File: src/rtl/reg_writeback_arbiter.sv
// Register-file write-port arbiter: ALU results win, LSU results queue in an in-order FIFO.
// Define WB_BYPASS_EN to let an LSU result skip the empty FIFO straight to the write port.
module reg_writeback_arbiter #(
  parameter int ADDRESS_WIDTH = 5,
  parameter int DATA_WIDTH    = 32,
  parameter int DEPTH         = 4
) (
  input  logic                        clk,
  input  logic                        rst_n,
  input  logic                        alu_valid,
  input  logic [ADDRESS_WIDTH-1:0]    alu_rd,
  input  logic [DATA_WIDTH-1:0]       alu_data,
  input  logic                        lsu_valid,
  output logic                        lsu_ready,
  input  logic [ADDRESS_WIDTH-1:0]    lsu_rd,
  input  logic [DATA_WIDTH-1:0]       lsu_data,
  output logic                        we3,
  output logic [ADDRESS_WIDTH-1:0]    ad3,
  output logic [DATA_WIDTH-1:0]       wd3,
  output logic [2**ADDRESS_WIDTH-1:0] pending
);

  localparam int PW = $clog2(DEPTH);
  localparam int CW = PW + 1;
  localparam logic [CW-1:0] LP_DEPTH = CW'(DEPTH);
  localparam int NREG = 2**ADDRESS_WIDTH;

  logic [DEPTH-1:0]         r_live;
  logic [ADDRESS_WIDTH-1:0] r_rd   [DEPTH];
  logic [DATA_WIDTH-1:0]    r_data [DEPTH];
  logic [PW-1:0]            r_wptr;
  logic [PW-1:0]            r_rptr;
  logic [CW-1:0]            r_count;

  logic                     r_we3;
  logic [ADDRESS_WIDTH-1:0] r_ad3;
  logic [DATA_WIDTH-1:0]    r_wd3;

  logic            w_ready;
  logic            w_push;
  logic            w_alu_wr;
  logic            w_pop;
  logic            w_bypass;
  logic            w_enq;
  logic            w_push_live;
  logic [NREG-1:0] w_pending;

  assign w_ready  = rst_n && (r_count < LP_DEPTH);
  assign w_push   = lsu_valid && w_ready;
  assign w_alu_wr = alu_valid && (alu_rd != '0);
  assign w_pop    = !w_alu_wr && (r_count != '0);

`ifdef WB_BYPASS_EN
  assign w_bypass = !w_alu_wr && (r_count == '0) && w_push;
`else
  assign w_bypass = 1'b0;
`endif

  assign w_enq = w_push && !w_bypass;

  // The ALU write is younger than any LSU result, including one pushed this same cycle.
  assign w_push_live = (lsu_rd != '0) && !(w_alu_wr && (lsu_rd == alu_rd));

  always_comb begin
    w_pending = '0;
    for (int i = 0; i < DEPTH; i++) begin
      if (r_live[i]) w_pending[r_rd[i]] = 1'b1;
    end
    w_pending[0] = 1'b0;
  end

  always_ff @(posedge clk) begin
    if (!rst_n) begin
      r_live  <= '0;
      r_wptr  <= '0;
      r_rptr  <= '0;
      r_count <= '0;
    end else begin
      for (int i = 0; i < DEPTH; i++) begin
        if (w_alu_wr && (r_rd[i] == alu_rd)) r_live[i] <= 1'b0;
      end
      if (w_pop) begin
        r_live[r_rptr] <= 1'b0;
        r_rptr         <= r_rptr + PW'(1);
      end
      if (w_enq) begin
        r_live[r_wptr] <= w_push_live;
        r_wptr         <= r_wptr + PW'(1);
      end
      case ({w_enq, w_pop})
        2'b10:   r_count <= r_count + CW'(1);
        2'b01:   r_count <= r_count - CW'(1);
        default: r_count <= r_count;
      endcase
    end
  end

  // Entry payload carries no reset; validity is governed entirely by count and live.
  always_ff @(posedge clk) begin
    if (w_enq) begin
      r_rd[r_wptr]   <= lsu_rd;
      r_data[r_wptr] <= lsu_data;
    end
  end

  always_ff @(posedge clk) begin
    if (!rst_n) begin
      r_we3 <= 1'b0;
      r_ad3 <= '0;
      r_wd3 <= '0;
    end else if (w_alu_wr) begin
      r_we3 <= 1'b1;
      r_ad3 <= alu_rd;
      r_wd3 <= alu_data;
    end else if (w_pop) begin
      r_we3 <= r_live[r_rptr];
      r_ad3 <= r_rd[r_rptr];
      r_wd3 <= r_data[r_rptr];
    end else if (w_bypass) begin
      r_we3 <= (lsu_rd != '0);
      r_ad3 <= lsu_rd;
      r_wd3 <= lsu_data;
    end else begin
      r_we3 <= 1'b0;
    end
  end

  assign lsu_ready = w_ready;
  assign we3       = r_we3;
  assign ad3       = r_ad3;
  assign wd3       = r_wd3;
  assign pending   = w_pending;

endmodule

File: config.mk
export PLATFORM = sky130hd
export DESIGN_NAME = reg_writeback_arbiter
export DESIGN_NICKNAME = d
export VERILOG_FILES = /design/src/rtl/reg_writeback_arbiter.sv
export SDC_FILE = /design/constraint.sdc
export NUM_CORES = 1
export LEC_CHECK = 0
export ABC_AREA = 1
export CAP_MARGIN = 10
export CORE_MARGIN = 10
export CORE_UTILIZATION = 50
export DETAILED_ROUTE_END_ITERATION = 7
export HOLD_SLACK_MARGIN = 0.1
export PLACE_DENSITY_LB_ADDON = 0.2
export RECOVER_POWER = 25
export SETUP_SLACK_MARGIN = 0.02
export SLEW_MARGIN = 20
export SYNTH_ARGS = -nofsm -noshare
export SYNTH_HDL_FRONTEND = slang
export SYNTH_SLANG_ARGS = --single-unit
File: constraint.sdc
create_clock -name clk -period 6.3 [get_ports clk]
set_clock_uncertainty 0.05 [all_clocks]
set_input_delay 1.26 -clock clk [delete_from_list [all_inputs] [get_ports clk]]
set_output_delay 1.26 -clock clk [all_outputs]
set_load 0.1 [all_outputs]
==> tab_implementation.tex <==
\begin{tabular}{lr}
\hline
Metric & Value \\
\hline
\multicolumn{2}{l}{\textbf{GRT}} \\
Antenna violations before repair & 5 \\
Via count of the first global-routing pass & 7276 \\
Largest net degree at the start of global routing & between 70 and 80 \\
Total global routing overflow & 0 \\
Overall fraction of global-route tracks in use & 0.199 \\
GR Layer Usage met1 & 0.253 \\
Most used routing layer in global routing & met2 \\
Wire length of the first global-routing pass & between 30 and 40 mm \\
Fraction of met3 tracks used by global routing & 0.0612 \\
Global-route met2 utilization & 0.320 \\
\multicolumn{2}{l}{\textbf{Clock network}} \\
H-Tree Depth & 4 \\
Clock Tree Buf Depth & 2 \\
Number of buffers created by CTS & 17 \\
Post-CTS repair timing setup buffer count & 0 \\
Hold\_buf cts & 0 \\
TritonCTS clock tree & built \\
CTS Root Buffer Type & clkbuf\_16 \\
Clock latency on the worst-skew pair & 0.43 ns \\
Number of sinks handled by clock tree synthesis & $\sim$200 \\
Post-CTS clock slew at the launch and capture registers of the worst setup and hold paths & around 0.07 ns \\
Number of cells upsized or downsized after cts & 0 \\
\multicolumn{2}{l}{\textbf{Floorplanning}} \\
I/O pins & around 150 \\
Area of the die & about 24000 um\^{}2 \\
Floorplan core area & 18000 um\^{}2 \\
Die Wd & 156 um \\
Die height & $\sim$160 um \\
Placement Rows & 49 \\
Starting density of the core & 0.511 \\
\multicolumn{2}{l}{\textbf{Critical path}} \\
Critical path start-end classification & flop to output pin \\
Cell chain of the critical path & inv\_1 > nor3\_1 > inv\_1 > o221ai\_1 > clkdlybuf4s50\_1 \\
Sort of element at the end of the critical path & output pin \\
Worst path required time & 4.99 ns \\
CP max FO & 7 \\
Slowest cell on the critical path & clkdlybuf4s50\_1 \\
Most repeated library cell on the critical path & inv\_1 \\
Worst-case register-to-register setup slack & between 3 and 4 ns \\
Reg2reg start & r\_count[2] \\
Critical path's largest stage delay & $\sim$1.2 ns \\
Count of cells along the worst register-to-register path & 10 \\
Kind of launch point of the worst setup path & flop \\
Worst Path Arrival & approximately 3.0 ns \\
Destination of the worst register-to-register timing path & r\_count[1] \\
\multicolumn{2}{l}{\textbf{Timing}} \\
Max-slew violation count & 0 \\
Sum Neg Setup Slack & 0 ns \\
Fin crit period & between 4 and 5 ns \\
RSZ-0062 raised after global routing & false \\
Max\_slew headroom & 0.320 \\
Transition at the pin with the smallest max-transition slack & between 1 and 1.5 ns \\
Maximum clock frequency & 231 MHz \\
Post-route clock period utilization & 0.688 \\
Hold Worst Slack & around 0.5 ns \\
Final Hold Violating Endpoints & 0 \\
Final-report setup violation count & 0 \\
\multicolumn{2}{l}{\textbf{Place}} \\
Post-placement cell count & about 1200 \\
Routability congestion estimate from global placement & around 0.94 \\
Detailed placement HPWL & roughly 17 mm \\
Count of port buffers added during placement & about 150 \\
Placed cell area & 10700 um\^{}2 \\
\multicolumn{2}{l}{\textbf{Synth}} \\
Most frequent cell after synthesis & edfxtp\_1 \\
Distinct cells, synth & 35 \\
Number of nets in the synthesized netlist & 1011 \\
Commonest cells post-synth & edfxtp\_1 (148), o21ai\_0 (137), nor2\_1 (110) \\
Async SR Flop Fraction & 0 \\
Cell accounting for the most synthesized area & edfxtp\_1 \\
Avg Cell Area, Syn & between 9 and 10 um\^{}2 \\
Biggest area contributors in the synthesized netlist & edfxtp\_1 (48\%), dfxtp\_1 (11\%), o21ai\_0 (7.4\%), nor2\_1 (4.5\%), a21oi\_1 (3.6\%) \\
Top cell type's share of synthesized area & 0.483 \\
Post-Synthesis Cell Area & between 9000 and 10000 um\^{}2 \\
Post-Syn Instances & 923 \\
Number of synthesized register bits & a little under 200 \\
Part of the Yosys area used for sequential elements & 0.594 \\
Number of warnings printed during yosys synthesis & 0 \\
Prevailing post-synth register cell & edfxtp\_1 \\
Post-synth EDFFs & 148 \\
\multicolumn{2}{l}{\textbf{Detailed routing}} \\
Routed WL per cell & 19.3 um \\
Via-to-Cell Ratio & $\sim$6 \\
Vias after detailed routing & between 7000 and 8000 \\
Post-detailed-route count of antenna-violating nets & 0 \\
Count of routing violations after the opening detailed-route iteration & 656 \\
Post-route DRC violation count & 0 \\
Total wire length after detailed routing & 24.7 mm \\
Length of the first detailed-routing pass in iterations & 6 \\
\multicolumn{2}{l}{\textbf{Final layout}} \\
Post-Layout Inst Area & 11300 um\^{}2 \\
Final net count & roughly 1100 \\
Area growth from synthesis to layout & 22.9\% \\
Finished Layout Cells & $\sim$1300 \\
Share of cells above drive strength 1 & 0.0533 \\
\multicolumn{2}{l}{\textbf{Min path}} \\
Hold Path End & wd3[2] \\
Path type of the worst min-delay path & flop to flop \\
HP Start & wd3[2] \\
Depth of the worst hold-timing path & 2 \\
\multicolumn{2}{l}{\textbf{Pwr}} \\
Peak supply drop & around 330 uV \\
Pwr/cell area & about 380 nW/um\^{}2 \\
Total leakage power & about 0.004 uW \\
\multicolumn{2}{l}{\textbf{Status}} \\
Status & completed \\
\multicolumn{2}{l}{\textbf{Flow run}} \\
Number of max-cap violations & 0 \\
\hline
\end{tabular}
==> worst max path at each step <==
| stage | cells after the start | endpoint | start | slack, ns |
|---|---|---|---|---|
| 2_1_floorplan | 4 | pending[25] | r_rd[3][2] | 2.11 |
| 3_3_place_gp | 13 | r_count[2] | alu_rd[1] | 1.95 |
| 3_5_place_dp | 13 | r_count[2] | alu_rd[1] | 1.88 |
| 4_1_cts | 5 | pending[20] | r_rd[3][2] | 1.97 |
| 5_1_grt | 5 | pending[29] | r_rd[2][2] | 1.79 |
| 6_report | 5 | pending[20] | r_rd[3][2] | 1.96 |
==> layer usage <==
metal | part of all wire | up-vias
met1 | 0.42 | 3556
met2 | 0.47 | 325
met5 | 0.0014 | -
li1 | - | 3541
met4 | 0.015 | 8
met3 | 0.090 | 43
==> logic make-up after synthesis <==
kind of cell,synth area share
compound gates,0.194
buf+inv,0.0629
xor+xnor,0.0219
flops,0.594
other cells,0.000407
simple gates,0.113
fa+ha+maj,0.0144
==> layout by cell type (no fill, tap or decap), drive strengths merged <==
cell type,count
a31oi,6
clkbuf,19
o2111ai,2
o211ai,13
diode,1
a41oi,1
nor3,14
conb,1
clkdlybuf4s50,119
clkinv,7
nand3,48
inv,80
xor2,14
bufinv,1
o21a,1
clkinvlp,1
a22oi,2
edfxtp,148
a21oi,67
dfxtp,51
o22a,9
ha,9
nor2,116
buf,9
xnor2,9
o221ai,28
o22ai,21
o21ai,156
dlygate4sd3,27
nand2,68
a2bb2oi,3
fa,1
==> where the power goes <==
group / internal, uW / switching [uW]
Combinational: 405 / 1230
Sequential: 1550 / 74.6
Clock: 560 / 477
==> state kept, by name, indices dropped and copies added (netlist names), named ones only <==
name and count:
r_wptr 2, r_data 128, ad3 5, wd3 32
r_count 3, r_rptr 2, we3 1, r_rd 20
r_live 4
==> layout make-up <==
type	count	area, um^2
Antenna cell	1	2.50
Clock buffer	19	443
Clock inverter	13	120
Fill cell	1531	6710
Inverter	76	285
Multi-Input combinational cell	589	3180
Sequential cell	199	5470
Tap cell	229	287
Timing Repair Buffer	155	1530
==> worst max-delay path: cells and delay by family (launching register included) <==
family	cells	cell delay, ns
and+or+nand+nor	1	0.43
buffers and inverters	3	1.46
DFF	1	0.53
AOI/OAI and AO/OA	1	0.18
==> per-stage QoR <==
| step | total power [uW] | utilization | worst slack (ns) |
|---|---|---|---|
| 2_1_floorplan | 2880 | - | 2.11 |
| 3_3_place_gp | 3270 | 0.596 | 1.95 |
| 3_5_place_dp | 3290 | 0.596 | 1.88 |
| 4_1_cts | 4310 | 0.628 | 1.97 |
| 5_1_grt | 4510 | 0.628 | 1.79 |
| 6_report | 4300 | 0.628 | 1.96 |
No activity file was read; power rests on OpenSTA's default activity.
